`src/rtl/axi_slave_regs_pkg.sv`:
```
// rtl/axi_slave_regs_pkg.sv - shared states, responses and address helpers for axi_slave_regs
package axi_slave_regs_pkg;

  localparam int DATA_W   = 64;
  localparam int ADDR_LSB = 3;

  localparam logic [1:0] RESP_OKAY   = 2'b00;
  localparam logic [1:0] RESP_SLVERR = 2'b10;

  typedef enum logic [1:0] {
    W_IDLE,
    W_DATA,
    W_RESP
  } wr_state_e;

  typedef enum logic {
    R_IDLE,
    R_DATA
  } rd_state_e;

  // Register index is the address above the byte-lane bits.
  function automatic logic idx_in_range(input logic [31:0] addr, input int unsigned num_regs);
    return {{ADDR_LSB{1'b0}}, addr[31:ADDR_LSB]} < num_regs;
  endfunction

endpackage

```
`src/rtl/axi_slave_regs_strb_merge.sv`:
```
// rtl/axi_slave_regs_strb_merge.sv - byte-strobe merge of new write data over old register data
module axi_slave_regs_strb_merge
  import axi_slave_regs_pkg::*;
(
  input  logic [DATA_W-1:0]   old_i,
  input  logic [DATA_W-1:0]   new_i,
  input  logic [DATA_W/8-1:0] strb_i,
  output logic [DATA_W-1:0]   merged_o
);

  always_comb begin
    merged_o = old_i;
    for (int b = 0; b < DATA_W / 8; b++) begin
      if (strb_i[b]) merged_o[8*b +: 8] = new_i[8*b +: 8];
    end
  end

endmodule

```
`src/rtl/axi_slave_regs.sv`:
```
// rtl/axi_slave_regs.sv - AXI4 burst slave register bank with per-register write pulses
// Define AXI_SLAVE_REGS_SLVERR_EN to answer out-of-range beats with SLVERR.
module axi_slave_regs
  import axi_slave_regs_pkg::*;
#(
  parameter int unsigned NUM_REGS  = 4,
  parameter logic [63:0] RESET_VAL = 64'h0
) (
  input  logic                       clk,
  input  logic                       reset,
  input  logic [31:0]                axi_s_aw_addr,
  input  logic [7:0]                 axi_s_aw_len,
  input  logic                       axi_s_aw_valid,
  output logic                       axi_s_aw_ready,
  input  logic [63:0]                axi_s_w_data,
  input  logic [7:0]                 axi_s_w_strb,
  input  logic                       axi_s_w_last,
  input  logic                       axi_s_w_valid,
  output logic                       axi_s_w_ready,
  output logic [1:0]                 axi_s_b_resp,
  output logic                       axi_s_b_resp_valid,
  input  logic                       axi_s_b_resp_ready,
  input  logic [31:0]                axi_s_ar_addr,
  input  logic [7:0]                 axi_s_ar_len,
  input  logic                       axi_s_ar_valid,
  output logic                       axi_s_ar_ready,
  output logic [63:0]                axi_s_r_data,
  output logic [1:0]                 axi_s_r_resp,
  output logic                       axi_s_r_last,
  output logic                       axi_s_r_valid,
  input  logic                       axi_s_r_ready,
  output logic [NUM_REGS*64-1:0]     regs_o,
  output logic [NUM_REGS-1:0]        wr_pulse_o
);

  localparam int unsigned IDX_W = (NUM_REGS > 1) ? $clog2(NUM_REGS) : 1;

  wr_state_e           w_state_q, w_state_d;
  logic [31:0]         w_addr_q, w_addr_d;
  logic [7:0]          w_len_q, w_len_d, w_cnt_q, w_cnt_d;
  logic                aw_ready_q, aw_ready_d, w_ready_q, w_ready_d, b_valid_q, b_valid_d;
  logic [1:0]          b_resp_q, b_resp_d;
  logic [DATA_W-1:0]   regs_q [NUM_REGS];
  logic [DATA_W-1:0]   regs_d [NUM_REGS];
  logic [NUM_REGS-1:0] wr_pulse_q, wr_pulse_d;
  logic [IDX_W-1:0]    w_idx;
  logic                w_hit;
  logic [DATA_W-1:0]   w_merged;
`ifdef AXI_SLAVE_REGS_SLVERR_EN
  logic                w_err_q, w_err_d;
`endif

  rd_state_e           r_state_q, r_state_d;
  logic [31:0]         r_addr_q, r_addr_d, r_fetch_addr;
  logic [7:0]          r_len_q, r_len_d, r_cnt_q, r_cnt_d;
  logic                ar_ready_q, ar_ready_d, r_valid_q, r_valid_d, r_last_q, r_last_d;
  logic [DATA_W-1:0]   r_data_q, r_data_d;
  logic [1:0]          r_resp_q, r_resp_d;
  logic                r_fetch, r_hit;

  logic                unused_w_last;
  assign unused_w_last = axi_s_w_last;

  assign w_idx = w_addr_q[ADDR_LSB +: IDX_W];
  assign w_hit = idx_in_range(w_addr_q, NUM_REGS);

  axi_slave_regs_strb_merge u_strb_merge (
    .old_i    (regs_q[w_idx]),
    .new_i    (axi_s_w_data),
    .strb_i   (axi_s_w_strb),
    .merged_o (w_merged)
  );

  always_comb begin
    w_state_d  = w_state_q;
    w_addr_d   = w_addr_q;
    w_len_d    = w_len_q;
    w_cnt_d    = w_cnt_q;
    b_resp_d   = b_resp_q;
    regs_d     = regs_q;
    wr_pulse_d = '0;
`ifdef AXI_SLAVE_REGS_SLVERR_EN
    w_err_d    = w_err_q;
`endif
    unique case (w_state_q)
      W_IDLE: if (axi_s_aw_valid && aw_ready_q) begin
        w_state_d = W_DATA;
        w_addr_d  = axi_s_aw_addr;
        w_len_d   = axi_s_aw_len;
        w_cnt_d   = '0;
`ifdef AXI_SLAVE_REGS_SLVERR_EN
        w_err_d   = 1'b0;
`endif
      end
      W_DATA: if (axi_s_w_valid && w_ready_q) begin
        if (w_hit) begin
          regs_d[w_idx]     = w_merged;
          wr_pulse_d[w_idx] = 1'b1;
        end
`ifdef AXI_SLAVE_REGS_SLVERR_EN
        if (!w_hit) w_err_d = 1'b1;
`endif
        w_addr_d = w_addr_q + 32'(DATA_W / 8);
        w_cnt_d  = w_cnt_q + 8'd1;
        if (w_cnt_q == w_len_q) begin
          w_state_d = W_RESP;
`ifdef AXI_SLAVE_REGS_SLVERR_EN
          b_resp_d  = (w_err_q || !w_hit) ? RESP_SLVERR : RESP_OKAY;
`else
          b_resp_d  = RESP_OKAY;
`endif
        end
      end
      W_RESP: if (axi_s_b_resp_ready && b_valid_q) w_state_d = W_IDLE;
      default: w_state_d = W_IDLE;
    endcase
    aw_ready_d = (w_state_d == W_IDLE);
    w_ready_d  = (w_state_d == W_DATA);
    b_valid_d  = (w_state_d == W_RESP);
  end

  always_comb begin
    r_state_d    = r_state_q;
    r_addr_d     = r_addr_q;
    r_len_d      = r_len_q;
    r_cnt_d      = r_cnt_q;
    r_data_d     = r_data_q;
    r_resp_d     = r_resp_q;
    r_last_d     = r_last_q;
    r_fetch      = 1'b0;
    r_fetch_addr = r_addr_q + 32'(DATA_W / 8);
    unique case (r_state_q)
      R_IDLE: if (axi_s_ar_valid && ar_ready_q) begin
        r_state_d    = R_DATA;
        r_addr_d     = axi_s_ar_addr;
        r_len_d      = axi_s_ar_len;
        r_cnt_d      = '0;
        r_last_d     = (axi_s_ar_len == 8'd0);
        r_fetch      = 1'b1;
        r_fetch_addr = axi_s_ar_addr;
      end
      R_DATA: if (r_valid_q && axi_s_r_ready) begin
        if (r_cnt_q == r_len_q) begin
          r_state_d = R_IDLE;
          r_last_d  = 1'b0;
        end else begin
          r_addr_d  = r_fetch_addr;
          r_cnt_d   = r_cnt_q + 8'd1;
          r_last_d  = ((r_cnt_q + 8'd1) == r_len_q);
          r_fetch   = 1'b1;
        end
      end
      default: r_state_d = R_IDLE;
    endcase
    // Reads sample regs_q, so a same-cycle write is not yet visible.
    r_hit = idx_in_range(r_fetch_addr, NUM_REGS);
    if (r_fetch) begin
      r_data_d = r_hit ? regs_q[r_fetch_addr[ADDR_LSB +: IDX_W]] : '0;
`ifdef AXI_SLAVE_REGS_SLVERR_EN
      r_resp_d = r_hit ? RESP_OKAY : RESP_SLVERR;
`else
      r_resp_d = RESP_OKAY;
`endif
    end
    ar_ready_d = (r_state_d == R_IDLE);
    r_valid_d  = (r_state_d == R_DATA);
  end

  always_ff @(posedge clk) begin
    if (reset) begin
      w_state_q  <= W_IDLE;
      w_addr_q   <= '0;
      w_len_q    <= '0;
      w_cnt_q    <= '0;
      aw_ready_q <= 1'b0;
      w_ready_q  <= 1'b0;
      b_valid_q  <= 1'b0;
      b_resp_q   <= RESP_OKAY;
      wr_pulse_q <= '0;
      for (int i = 0; i < int'(NUM_REGS); i++) regs_q[i] <= RESET_VAL;
`ifdef AXI_SLAVE_REGS_SLVERR_EN
      w_err_q    <= 1'b0;
`endif
      r_state_q  <= R_IDLE;
      r_addr_q   <= '0;
      r_len_q    <= '0;
      r_cnt_q    <= '0;
      ar_ready_q <= 1'b0;
      r_valid_q  <= 1'b0;
      r_last_q   <= 1'b0;
      r_data_q   <= '0;
      r_resp_q   <= RESP_OKAY;
    end else begin
      w_state_q  <= w_state_d;
      w_addr_q   <= w_addr_d;
      w_len_q    <= w_len_d;
      w_cnt_q    <= w_cnt_d;
      aw_ready_q <= aw_ready_d;
      w_ready_q  <= w_ready_d;
      b_valid_q  <= b_valid_d;
      b_resp_q   <= b_resp_d;
      wr_pulse_q <= wr_pulse_d;
      regs_q     <= regs_d;
`ifdef AXI_SLAVE_REGS_SLVERR_EN
      w_err_q    <= w_err_d;
`endif
      r_state_q  <= r_state_d;
      r_addr_q   <= r_addr_d;
      r_len_q    <= r_len_d;
      r_cnt_q    <= r_cnt_d;
      ar_ready_q <= ar_ready_d;
      r_valid_q  <= r_valid_d;
      r_last_q   <= r_last_d;
      r_data_q   <= r_data_d;
      r_resp_q   <= r_resp_d;
    end
  end

  for (genvar i = 0; i < int'(NUM_REGS); i++) begin : g_regs_flat
    assign regs_o[64*i +: 64] = regs_q[i];
  end

  assign wr_pulse_o         = wr_pulse_q;
  assign axi_s_aw_ready     = aw_ready_q;
  assign axi_s_w_ready      = w_ready_q;
  assign axi_s_b_resp_valid = b_valid_q;
  assign axi_s_b_resp       = b_resp_q;
  assign axi_s_ar_ready     = ar_ready_q;
  assign axi_s_r_valid      = r_valid_q;
  assign axi_s_r_last       = r_last_q;
  assign axi_s_r_data       = r_data_q;
  assign axi_s_r_resp       = r_resp_q;

endmodule
```
`config.mk`:
```
export PLATFORM = sky130hd
export DESIGN_NAME = axi_slave_regs
export DESIGN_NICKNAME = d
export VERILOG_FILES = /design/src/rtl/axi_slave_regs_pkg.sv /design/src/rtl/axi_slave_regs_strb_merge.sv /design/src/rtl/axi_slave_regs.sv
export SDC_FILE = /design/constraint.sdc
export NUM_CORES = 1
export LEC_CHECK = 0
export ABC_AREA = 1
export CORE_MARGIN = 10
export CORE_UTILIZATION = 35
export CTS_CLUSTER_DIAMETER = 50
export DETAILED_ROUTE_END_ITERATION = 10
export PLACE_DENSITY_LB_ADDON = 0.1
export SKIP_LAST_GASP = 1
export SLEW_MARGIN = 20
export SYNTH_ARGS = -nofsm -noshare
export SYNTH_HDL_FRONTEND = slang
export SYNTH_HIERARCHICAL = 1
export SYNTH_SLANG_ARGS = --single-unit
```
`constraint.sdc`:
```
create_clock -name clk -period 2.74 [get_ports clk]
set_input_delay 0.822 -clock clk [delete_from_list [all_inputs] [get_ports clk]]
set_output_delay 0.822 -clock clk [all_outputs]
set_load 0.03 [all_outputs]
```
### Word-level counts from Yosys, hierarchy flattened

Cells that the tools add are included.

* output and inout port bits: 334
* bits in registers: 428
* input port bits: 160
* word-level logic and storage cells: 118

* add/sub/neg operators: 4
* order comparisons: 7
* bitwise logic cells: 7
* equality and inequality tests: 12
* multiplexer cells: 51
* reduce and logical (&&, ||, !) cells: 18

Operators by type and width (number)
* 64-bit two-way mux: 6
* 64-bit binary-select mux with 2-bit select: 2
* 256-bit bitwise mux: 1
* 32-bit two-way mux: 7
* 64-bit demux with 2-bit select: 1
* 32-bit one-hot mux with 2 select lines: 2
* 8-bit two-way mux: 13
* 32-bit by 4-bit adder with 32-bit output, second input constant: 2
* 29-bit by 3-bit less-than comparator with 1-bit output, second input constant: 2
* 8-bit one-hot mux with 2 select lines: 2
* 8-bit equality test: 3
* 8-bit by 1-bit adder with 8-bit output, second input constant: 2
* 3-bit AND reduction: 3
* 8-bit zero test: 1
* 1-bit two-way mux: 8
* 2-bit two-way mux: 4
* 2-bit inequality test, second input constant: 4
* 1-bit logical AND: 7
* 3-bit >= comparator, second input constant: 2
* 2-bit inverter with 3-bit output: 2
* 1-bit one-hot mux with 2 select lines: 3
* 2-bit one-hot mux with 3 select lines: 1
* 2-bit AND reduction: 3
* 1-bit inverter: 5
* 10 further kinds: 13

### Depth between registers and ports, before layout

Gate-level depths: netlist of the first run.

* word-level depth: 8
* mapped depth: 16
* depth with buffers taken out: 15

### Hierarchy

The synthesis of the first run kept the hierarchy.

Modules (own cells, without submodules)
* axi_slave_regs: cells an instance 2906, times used 1, sequential area each 8448.1 µm², area an instance 21140.3 µm²
* axi_slave_regs_strb_merge: cells an instance 208, times used 1, sequential area each 0.0 µm², area an instance 840.8 µm²

### Worst setup path after synthesis of the first run

Ideal clock, no wire load.

* path kind: input to register
* start: input port axi_s_w_valid
* end: register regs_q (netlist bit regs_o[43])
* arrival: 2.122 ns
* setup time: 0.120 ns
* data required time: 2.620 ns
* buffers on the path: 2
* setup slack: 0.498 ns
* stages: 9
* path through: nand2_1 nor2_1 inv_2 nor4_2 nand4_1 nor2_1 clkbuf_1 buf_2 a21oi_1

* longest elaborated chain between the ends: 2

RTL lines
* start, declared: RTL line axi_slave_regs.sv:18 `input logic axi_s_w_valid,`
* 1-bit logical AND: RTL line axi_slave_regs.sv:95 `W_DATA: if (axi_s_w_valid && w_ready_q) begin`
* 3-bit AND reduction (no line)
* end signal, assigned: RTL line axi_slave_regs.sv:203 `regs_q <= regs_d;`
* end, declared: RTL line axi_slave_regs.sv:43 `logic [DATA_W-1:0] regs_q [NUM_REGS];`

No other way between the ends.
A chain may end at the register's enable or synchronous reset.

### Worst setup path in the final report of the first run

* start: register regs_q (netlist bit regs_o[89])
* end: output port regs_o[89]

RTL lines
* end, declared: RTL line axi_slave_regs.sv:32 `output logic [NUM_REGS*64-1:0] regs_o,`

No word-level cell between the ends.

==> flow_metrics.env, run 1 <==
export IMPL_status="finished, final reports clean"
export IMPL_crit_type="reg2out"
export IMPL_avgRoutedWirePerCell_um=21.1
export IMPL_grt_overflow=0
export IMPL_ant_nets=0
export IMPL_port_buffers=482
export IMPL_grt_setup_unrepaired="false"
export IMPL_route_detailed_drc=0
export IMPL_first_global_vias=23000
export IMPL_min_from="r_len_q[3]"
export IMPL_layout_setup_ws_ns=0.115
export IMPL_ys_seq_area_share_pct=38.4
export IMPL_netlist_instances=3114
export IMPL_final_cells=4428
export IMPL_num_io_pins=494
export IMPL_yosys_area_top_type_share_pct=38.4
export IMPL_dp_hpwl_um=64300
export IMPL_place_inst=4307
export IMPL_slew_headroom_pct=40.5
export IMPL_cp_slowest_cell="clkdlybuf4s50_1"
export IMPL_combPwrFrac_pct=20.2
export IMPL_synthMostInstantiatedCell="o21ai_0"
export IMPL_diodes=0
export IMPL_ctsHoldBuffers=0
export IMPL_irDropWorstVdd_mv=0.426
export IMPL_crit_buf_inv=1
export IMPL_synthesis_area_sq_um=22000
export IMPL_grt_max_degree=132
export IMPL_cts_tree="done"
export IMPL_ys_flop_type="dfxtp_1"
export IMPL_power_net_switching_uw=6010
export IMPL_drv_slew=0
export IMPL_cp_max_fo=4
export IMPL_setup_viol=0
export IMPL_worstMarginPinSlew_ns=0.893
export IMPL_critical_path_top_delay_family="buffers and inverters"
export IMPL_fin_nets=3707
export IMPL_vias=24100
export IMPL_period_needed_ns=2.63
export IMPL_start_kind="register"
export IMPL_grt_total_usage_pct=24.1
export IMPL_hold_violations=0
export IMPL_yosys_top_cells_count="602 x o21ai_0, 433 x nand2_1, 424 x nor2_1, 422 x dfxtp_1, 327 x a21oi_1"
export IMPL_cp_cell_sequence="clkdlybuf4s50_1"
export IMPL_synth_async_sr_flop_share_pct=0
export IMPL_numCtsBuffers=66
export IMPL_via_per_inst=5.45
export IMPL_dp_slack_ns=-0.425
export IMPL_hold_slack_ns=0.497
export IMPL_yosysWarnings=6
export IMPL_finalPower_uw=19400
export IMPL_slowest_delay_ns=0.75
export IMPL_power_switching_share_pct=30.9
export IMPL_grt_pass1_wl_um=141000
export IMPL_clk_root_buffer_cell="clkbuf_16"
export IMPL_antenna_found_initial=1
export IMPL_maxCapViolCount=0
export IMPL_yosysTopAreaCell="dfxtp_1"
export IMPL_min_path_type="reg2reg"
export IMPL_area_delta_synth_final_pct=39.6
export IMPL_die_h_um=271
export IMPL_start_util_pct=35.5
export IMPL_synth_edf_count=0
export IMPL_synthDistinctLibCells=47
export IMPL_arrival_ns=1.80
export IMPL_nFillCells=6107
export IMPL_clock_sinks=422
export IMPL_p_clk_share_pct=45.8
export IMPL_worstPathRequired_ns=1.92
export IMPL_die_w_um=271
export IMPL_clk_insertion_delay_late_ns=0.60
export IMPL_endpoint_kind="output port"
export IMPL_p_seq_share_pct=34.0
export IMPL_finalInstanceArea_sq_um=30700
export IMPL_synth_seq_cells=422
export IMPL_p_leak_uw=0.0117
export IMPL_max_clock_freq_mhz=381
export IMPL_layout_drive_gt1_share_pct=11.5
export IMPL_period_share_pct=95.8
export IMPL_routabilityCongestion=0.882
export IMPL_wl_um=93400
export IMPL_num_rows=91
export IMPL_power_density_nw_per_um2=633
export IMPL_h_tree_depth=3
export IMPL_multi_input_area_sq_um=11800
export IMPL_coreArea_sq_um=61900
export IMPL_placed_area_sq_um=28300
export IMPL_avgSynthCellArea_sq_um=7.06
export IMPL_clockBufferDepth=3
export IMPL_register_area_sq_um=8450
export IMPL_clk_pin_slew_ns=0.05
export IMPL_dr_pass1_iters=6
export IMPL_synth_area_top_cells="dfxtp_1 38%, o21ai_0 14%, a21oi_1 7.4%"
export IMPL_finClkSkew_ns=0.0300
export IMPL_internal_power_uw=13400
export IMPL_drtIter0Drc=2305
export IMPL_worstReg2RegStart="r_addr_q[3]"
export IMPL_die_area_sq_um=73200
export IMPL_worstSetupStartpoint="regs_o[89]"
[what timing repair did]
item | 4_1_cts | 5_1_grt
setup buffers | 0 | 1
endpoints found under the setup margin | 0 | 1
resized for setup | 0 | 1
endpoints found under the hold margin | 0 | 0
[final cells by class]
class	count	area share [%]
Tap cell	837	3.41
Clock inverter	38	1.62
Inverter	156	1.96
Timing Repair Buffer	609	21.1
Multi-Input combinational cell	2285	38.3
Sequential cell	422	27.6
Clock buffer	81	5.97
[worst register-to-register path: cells and delay by family (launching register included)]
family | cells | cell delay [ns]
AND/OR/NAND/NOR | 10 | 1.22
AO/OA/AOI/OAI | 2 | 0.31
buffers and inverters | 1 | 0.24
adder cells (fa/ha/maj) | 1 | 0.21
flip-flops | 1 | 0.37
[worst paths after layout]
path                      to  slack (ns)  cells after the start
min               r_len_q[3]        0.50                      2
min reg2reg       r_len_q[3]        0.50                      2
max reg2reg  axi_s_r_data[2]        0.30                     14
max               regs_o[89]        0.11                      1
[cell families after synthesis]
kind of cell	count (synthesis)	share of synthesized area, %
flops	422	38.4
simple gates	1063	21.6
other cells	1	0.0171
buf+inv	410	8.36
xor+xnor	44	1.75
fa+ha+maj	7	0.398
compound gates	1166	29.4
mux	1	0.0512
[cell usage in the layout, fill, tap and decap left out, drive strengths merged]
cell type,n
o22ai,66
o31ai,1
ha,7
nor3b,7
a211oi,3
nor3,25
a21oi,389
clkbuf,82
o21ai,611
nand3,104
inv,163
a221oi,3
bufinv,8
nor4,16
and3,4
conb,4
a31oi,24
nand3b,9
and2,3
xnor2,9
clkinv,18
a32oi,1
o211a,1
nand2,441
dfxtp,422
or2,2
xor2,35
buf,126
clkdlybuf4s50,482
nand4,18
o211ai,3
mux2,1
nor2,434
clkinvlp,5
o32ai,64
[routing by layer]
layer | share of wire, % | track usage, % | up-vias | routed length (um)
li1 | - | - | 11600 | -
met5 | 0.0096 | 0 | - | 9
met1 | 42 | 30.7 | 11400 | 39600
met3 | 8.1 | 6.10 | 185 | 7590
met2 | 46 | 38.8 | 1014 | 43100
met4 | 3.4 | 8.89 | 2 | 3150
[registers in the layout, indices dropped and copies added (netlist names)]
name / flops
r_len_q: 8
axi_s_w_ready: 1
axi_s_r_data: 64
wr_pulse_o: 4
w_state_q: 2
regs_o: 256
axi_s_aw_ready: 1
w_len_q: 8
r_cnt_q: 8
axi_s_r_valid: 1
axi_s_b_resp_valid: 1
r_addr_q: 29
axi_s_r_last: 1
w_addr_q: 29
axi_s_ar_ready: 1
w_cnt_q: 8
[through the flow]
stage,TNS [ns],util (%)
finish,0,49.5
global route,0,49.5
CTS,0,49.5
detailed placement,-100.47,45.7
global placement,-84.08,45.7
floorplan,0,-
[power groups by stage]
| stage | sequential [uW] | combinational (uW) | clock, uW |
|---|---|---|---|
| 2_1_floorplan | 6870 | 2170 | 0 |
| 3_3_place_gp | 6720 | 3870 | 0 |
| 3_5_place_dp | 6720 | 3900 | 0 |
| 5_1_grt | 6630 | 4290 | 9290 |
| 4_1_cts | 6590 | 3930 | 9040 |
| 6_report | 6600 | 3930 | 8890 |
No activity file was read; power rests on OpenSTA's default activity.
==> run 2, diff against run 1 <==
MAX_ROUTING_LAYER = met4   (was not set)
==> run 2 against run 1 <==
Utilization down 0.56 points. Register-to-register slack worse by 0.02 ns. Clock power down 10%. Combinational power about the same. Critical path depth unchanged. Largest cell class unchanged. Highest routed layer is now met4.
==> flow_metrics.env, run 2 (synthesis gave the netlist of run 1 again) <==
export IMPL_internal_power_uw=12800
export IMPL_layout_setup_ws_ns=0.112
export IMPL_ant_nets=0
export IMPL_dp_hpwl_um=64100
export IMPL_crit_type="reg2out"
export IMPL_critical_path_top_delay_family="buffers and inverters"
export IMPL_start_util_pct=35.5
export IMPL_fin_nets=3691
export IMPL_use_met3_pct=5.55
export IMPL_period_needed_ns=2.63
export IMPL_layout_common_cells="602 x o21ai_0, 482 x clkdlybuf4s50_1, 430 x nand2_1"
export IMPL_wl_um=92100
export IMPL_area_delta_synth_final_pct=38.0
export IMPL_clk_insertion_delay_late_ns=0.62
export IMPL_largest_reg_flops=256
export IMPL_finClkSkew_ns=0.0147
export IMPL_ctsHoldBuffers=0
export IMPL_layout_drive_gt1_share_pct=11.0
export IMPL_whs_endpoint="r_len_q[3]"
export IMPL_die_w_um=271
export IMPL_die_area_sq_um=73200
export IMPL_use_met2_pct=38.6
export IMPL_p_seq_share_pct=35.7
export IMPL_cts_resized_gates=0
export IMPL_place_inst=4301
export IMPL_period_share_pct=95.9
export IMPL_final_cells=4412
export IMPL_clk_root_buffer_cell="clkbuf_16"
export IMPL_port_buffers=482
export IMPL_vias=24000
export IMPL_grt_max_degree=132
export IMPL_clockBufferDepth=3
export IMPL_multi_input_area_sq_um=11800
export IMPL_dp_slack_ns=-0.353
export IMPL_min_from="r_len_q[3]"
export IMPL_clk_pin_slew_ns=0.06
export IMPL_slew_headroom_pct=41.5
export IMPL_status="finished, final reports clean"
export IMPL_cts_tree="done"
export IMPL_endpoint_kind="output port"
export IMPL_power_net_switching_uw=5710
export IMPL_min_path_type="reg2reg"
export IMPL_cp_cell_sequence="clkdlybuf4s50_1"
export IMPL_ff2ff_path_depth=16
export IMPL_setup_viol=0
export IMPL_power_switching_share_pct=30.9
export IMPL_clock_sinks=422
export IMPL_nFillCells=6068
export IMPL_antenna_found_initial=1
export IMPL_grt_total_usage_pct=24.5
export IMPL_irDropWorstVdd_mv=0.445
export IMPL_hold_violations=0
export IMPL_p_clk_share_pct=43.2
export IMPL_combPwrFrac_pct=21.1
export IMPL_start_kind="register"
export IMPL_grt_pass1_wl_um=140000
export IMPL_first_global_vias=22900
export IMPL_cp_max_fo=4
export IMPL_avgRoutedWirePerCell_um=20.9
export IMPL_num_rows=91
export IMPL_finalInstanceArea_sq_um=30300
export IMPL_h_tree_depth=2
export IMPL_num_io_pins=494
export IMPL_worstPathRequired_ns=1.92
export IMPL_drtIter0Drc=2088
export IMPL_coreArea_sq_um=61900
export IMPL_routabilityCongestion=0.884
export IMPL_numCtsBuffers=58
export IMPL_die_h_um=271
export IMPL_cts_setup_buffers=0
export IMPL_use_met1_pct=30.4
export IMPL_placed_area_sq_um=28300
export IMPL_crit_buf_inv=1
export IMPL_cp_slowest_cell="clkdlybuf4s50_1"
export IMPL_final_common_cell="o21ai_0"
export IMPL_slowest_delay_ns=0.78
export IMPL_dr_pass1_iters=5
export IMPL_grt_setup_unrepaired="false"
export IMPL_route_detailed_drc=0
export IMPL_max_clock_freq_mhz=381
export IMPL_worstReg2RegStart="r_addr_q[4]"
export IMPL_maxCapViolCount=0
export IMPL_r2r_end="axi_s_r_data[1]"
export IMPL_worstMarginPinSlew_ns=0.878
export IMPL_power_density_nw_per_um2=609
export IMPL_via_per_inst=5.43
export IMPL_whs_path_depth=2
export IMPL_grt_busiest_layer="met2"
export IMPL_drv_slew=0
export IMPL_r2r_slack_ns=0.28
export IMPL_grt_overflow=0
export IMPL_arrival_ns=1.81
export IMPL_p_leak_uw=0.0115
export IMPL_register_area_sq_um=8450
[run 2: final cells by class]
| class | instances | share of cell area (%) |
|---|---|---|
| Clock inverter | 28 | 1.09 |
| Inverter | 156 | 1.98 |
| Antenna cell | 1 | 0.00825 |
| Tap cell | 837 | 3.45 |
| Multi-Input combinational cell | 2285 | 38.8 |
| Sequential cell | 422 | 27.9 |
| Clock buffer | 82 | 5.69 |
| Timing Repair Buffer | 601 | 21.1 |
[run 2: how the worst max path moves through the flow]
stage,slack [ns],startpoint,to,cells after the start
4_1_cts,0.07,regs_o[25],regs_o[25],1
3_5_place_dp,-0.35,axi_s_w_valid,regs_o[87],11
3_3_place_gp,-0.31,axi_s_w_valid,regs_o[159],11
5_1_grt,0.02,r_addr_q[4],axi_s_r_data[1],16
2_1_floorplan,0.50,axi_s_w_valid,regs_o[43],9
6_report,0.11,regs_o[72],regs_o[72],1
[run 2: metrics by stage]
step	hold slack (ns)	TNS [ns]	total power [uW]	util, %
6_report	0.482	0	18500	49.0
2_1_floorplan	0.444	0	9050	-
5_1_grt	0.496	0	19200	49.0
3_5_place_dp	0.465	-80.16	10600	45.6
4_1_cts	0.477	0	18600	49.0
3_3_place_gp	0.471	-75.16	10500	45.6
[run 2: worst register-to-register path: cells and delay by family (launching register included)]
family	cells	cell delay (ns)
buffers and inverters	2	0.38
DFF	1	0.38
adders and majority gates	1	0.22
and+or+nand+nor	12	1.26
AOI/OAI and AO/OA	1	0.14
[run 2: power by group through the flow]
stage | Sequential, uW | Clock [uW] | Combinational (uW)
finish | 6590 | 7990 | 3900
global route | 6620 | 8380 | 4240
CTS | 6590 | 8120 | 3890
detailed placement | 6720 | 0 | 3870
global placement | 6720 | 0 | 3830
floorplan | 6870 | 0 | 2170
[run 2: routing by layer]
| metal | up-vias | routed length, um |
|---|---|---|
| li1 | 11500 | - |
| met2 | 966 | 42400 |
| met5 | - | 0 |
| met1 | 11300 | 39700 |
| met3 | 165 | 7130 |
| met4 | 0 | 2840 |
==> run 3, diff against run 2 <==
clock period = 3.1 ns   (was 2.74 ns; I/O delays follow)
==> run 3 against run 2 <==
Setup slack improved by 0.24 ns. Register-to-register slack improved by 0.34 ns. Via count decreased by 0.40%. Die area unchanged. Cell area increased by 0.24%. Wire length increased by 0.45%. Combinational power decreased by 13%. Power decreased by 13%. Final cell count about the same. Utilization increased by 0.12 points. Largest cell class unchanged.
==> flow_metrics.env, run 3 (synthesis gave the netlist of run 1 again) <==
export IMPL_area_delta_synth_final_pct=38.3
export IMPL_start_kind="register"
export IMPL_grt_pass1_wl_um=140000
export IMPL_cts_setup_buffers=0
export IMPL_place_inst=4303
export IMPL_cp_cell_sequence="clkdlybuf4s50_1"
export IMPL_placed_area_sq_um=28400
export IMPL_avgRoutedWirePerCell_um=21.0
export IMPL_cp_max_fo=4
export IMPL_finClkSkew_ns=0.0299
export IMPL_status="finished, final reports clean"
export IMPL_final_common_cell="o21ai_0"
export IMPL_setup_viol=0
export IMPL_maxCapViolCount=0
export IMPL_layout_drive_gt1_share_pct=10.9
export IMPL_vias=23900
export IMPL_num_io_pins=494
export IMPL_worstMarginPinSlew_ns=1.00
export IMPL_clockBufferDepth=3
export IMPL_grt_setup_unrepaired="false"
export IMPL_p_leak_uw=0.0115
export IMPL_slowest_delay_ns=0.73
export IMPL_first_global_vias=22900
export IMPL_worstPathRequired_ns=2.17
export IMPL_wl_um=92500
export IMPL_antenna_found_initial=1
export IMPL_layout_common_cells="602 x o21ai_0, 482 x clkdlybuf4s50_1, 430 x nand2_1"
export IMPL_min_path_type="reg2reg"
export IMPL_period_needed_ns=2.74
export IMPL_cp_slowest_cell="clkdlybuf4s50_1"
export IMPL_endpoint_kind="output port"
export IMPL_largest_reg_flops=256
export IMPL_final_cells=4409
export IMPL_routabilityCongestion=0.878
export IMPL_ant_nets=0
export IMPL_finalInstanceArea_sq_um=30400
export IMPL_grt_overflow=0
export IMPL_max_clock_freq_mhz=364
export IMPL_clock_sinks=422
export IMPL_numCtsBuffers=57
export IMPL_hold_slack_ns=0.477
export IMPL_cts_resized_gates=0
export IMPL_num_rows=91
export IMPL_critical_path_top_delay_family="buffers and inverters"
export IMPL_setup_tns_ns=0
export IMPL_clk_insertion_delay_late_ns=0.62
export IMPL_arrival_ns=1.81
export IMPL_via_per_inst=5.41
export IMPL_h_tree_depth=2
export IMPL_coreArea_sq_um=61900
export IMPL_die_h_um=271
export IMPL_drv_slew=0
export IMPL_period_share_pct=88.5
export IMPL_grt_max_degree=83
export IMPL_start_util_pct=35.5
export IMPL_power_density_nw_per_um2=530
export IMPL_grt_total_usage_pct=24.6
export IMPL_dp_hpwl_um=65000
export IMPL_ctsHoldBuffers=0
export IMPL_die_area_sq_um=73200
export IMPL_route_detailed_drc=0
export IMPL_fin_nets=3692
export IMPL_crit_type="reg2out"
export IMPL_slew_headroom_pct=33.3
export IMPL_crit_buf_inv=1
export IMPL_cts_tree="done"
export IMPL_clk_pin_slew_ns=0.06
export IMPL_clk_root_buffer_cell="clkbuf_16"
export IMPL_nFillCells=6154
export IMPL_die_w_um=271
export IMPL_irDropWorstVdd_mv=0.427
export IMPL_dr_pass1_iters=6
export IMPL_drtIter0Drc=1981
export IMPL_fin_util_pct=49.1
export IMPL_port_buffers=482
export IMPL_hold_violations=0
[run 3: cell type report]
| type | count | area (sq um) | area share [%] |
|---|---|---|---|
| sequential | 422 | 8450 | 27.8 |
| inverter | 156 | 601 | 1.98 |
| clock buffer | 76 | 1640 | 5.40 |
| antenna | 1 | 2.50 | 0.00823 |
| multi-input combinational | 2285 | 11800 | 38.7 |
| tap | 837 | 1050 | 3.44 |
| clock inverter | 29 | 349 | 1.15 |
| timing repair buffer | 603 | 6550 | 21.5 |
[run 3: worst paths after layout]
kind,slack (ns),endpoint,cells past startpoint,start
hold / removal,0.48,r_len_q[3],2,r_len_q[3]
hold reg to reg,0.48,r_len_q[3],2,r_len_q[3]
setup / recovery,0.36,regs_o[231],1,regs_o[231]
setup reg to reg,0.62,axi_s_r_data[1],16,r_addr_q[4]
[run 3: tightest hold or removal path, cell delays in order, from the launching register on]
cell and delay, ns:
dfxtp_1 0.31, inv_1 0.06, a21oi_1 0.05
[run 3: per-layer routing]
metal  wire length (um)  part of all wire (%)  global-route usage (%)
met5                  0                     0                       -
met4               2780                   3.0                    8.20
met3               7020                   7.6                    5.35
met1              39800                    43                    30.7
met2              42900                    46                    39.0
[run 3: per-stage QoR]
step | power [uW] | worst slack [ns]
floorplan | 8000 | 0.750
global placement | 9280 | -0.124
detailed placement | 9330 | -0.201
CTS | 16200 | 0.334
global route | 16800 | 0.288
finish | 16100 | 0.355
[run 3: power by group]
| group | internal (uW) | leakage [uW] | switching (uW) |
|---|---|---|---|
| combinational | 1230 | 0.00714 | 2180 |
| clock | 4230 | 0.000960 | 2650 |
| sequential | 5630 | 0.00342 | 192 |
| total | 11100 | 0.0115 | 5020 |
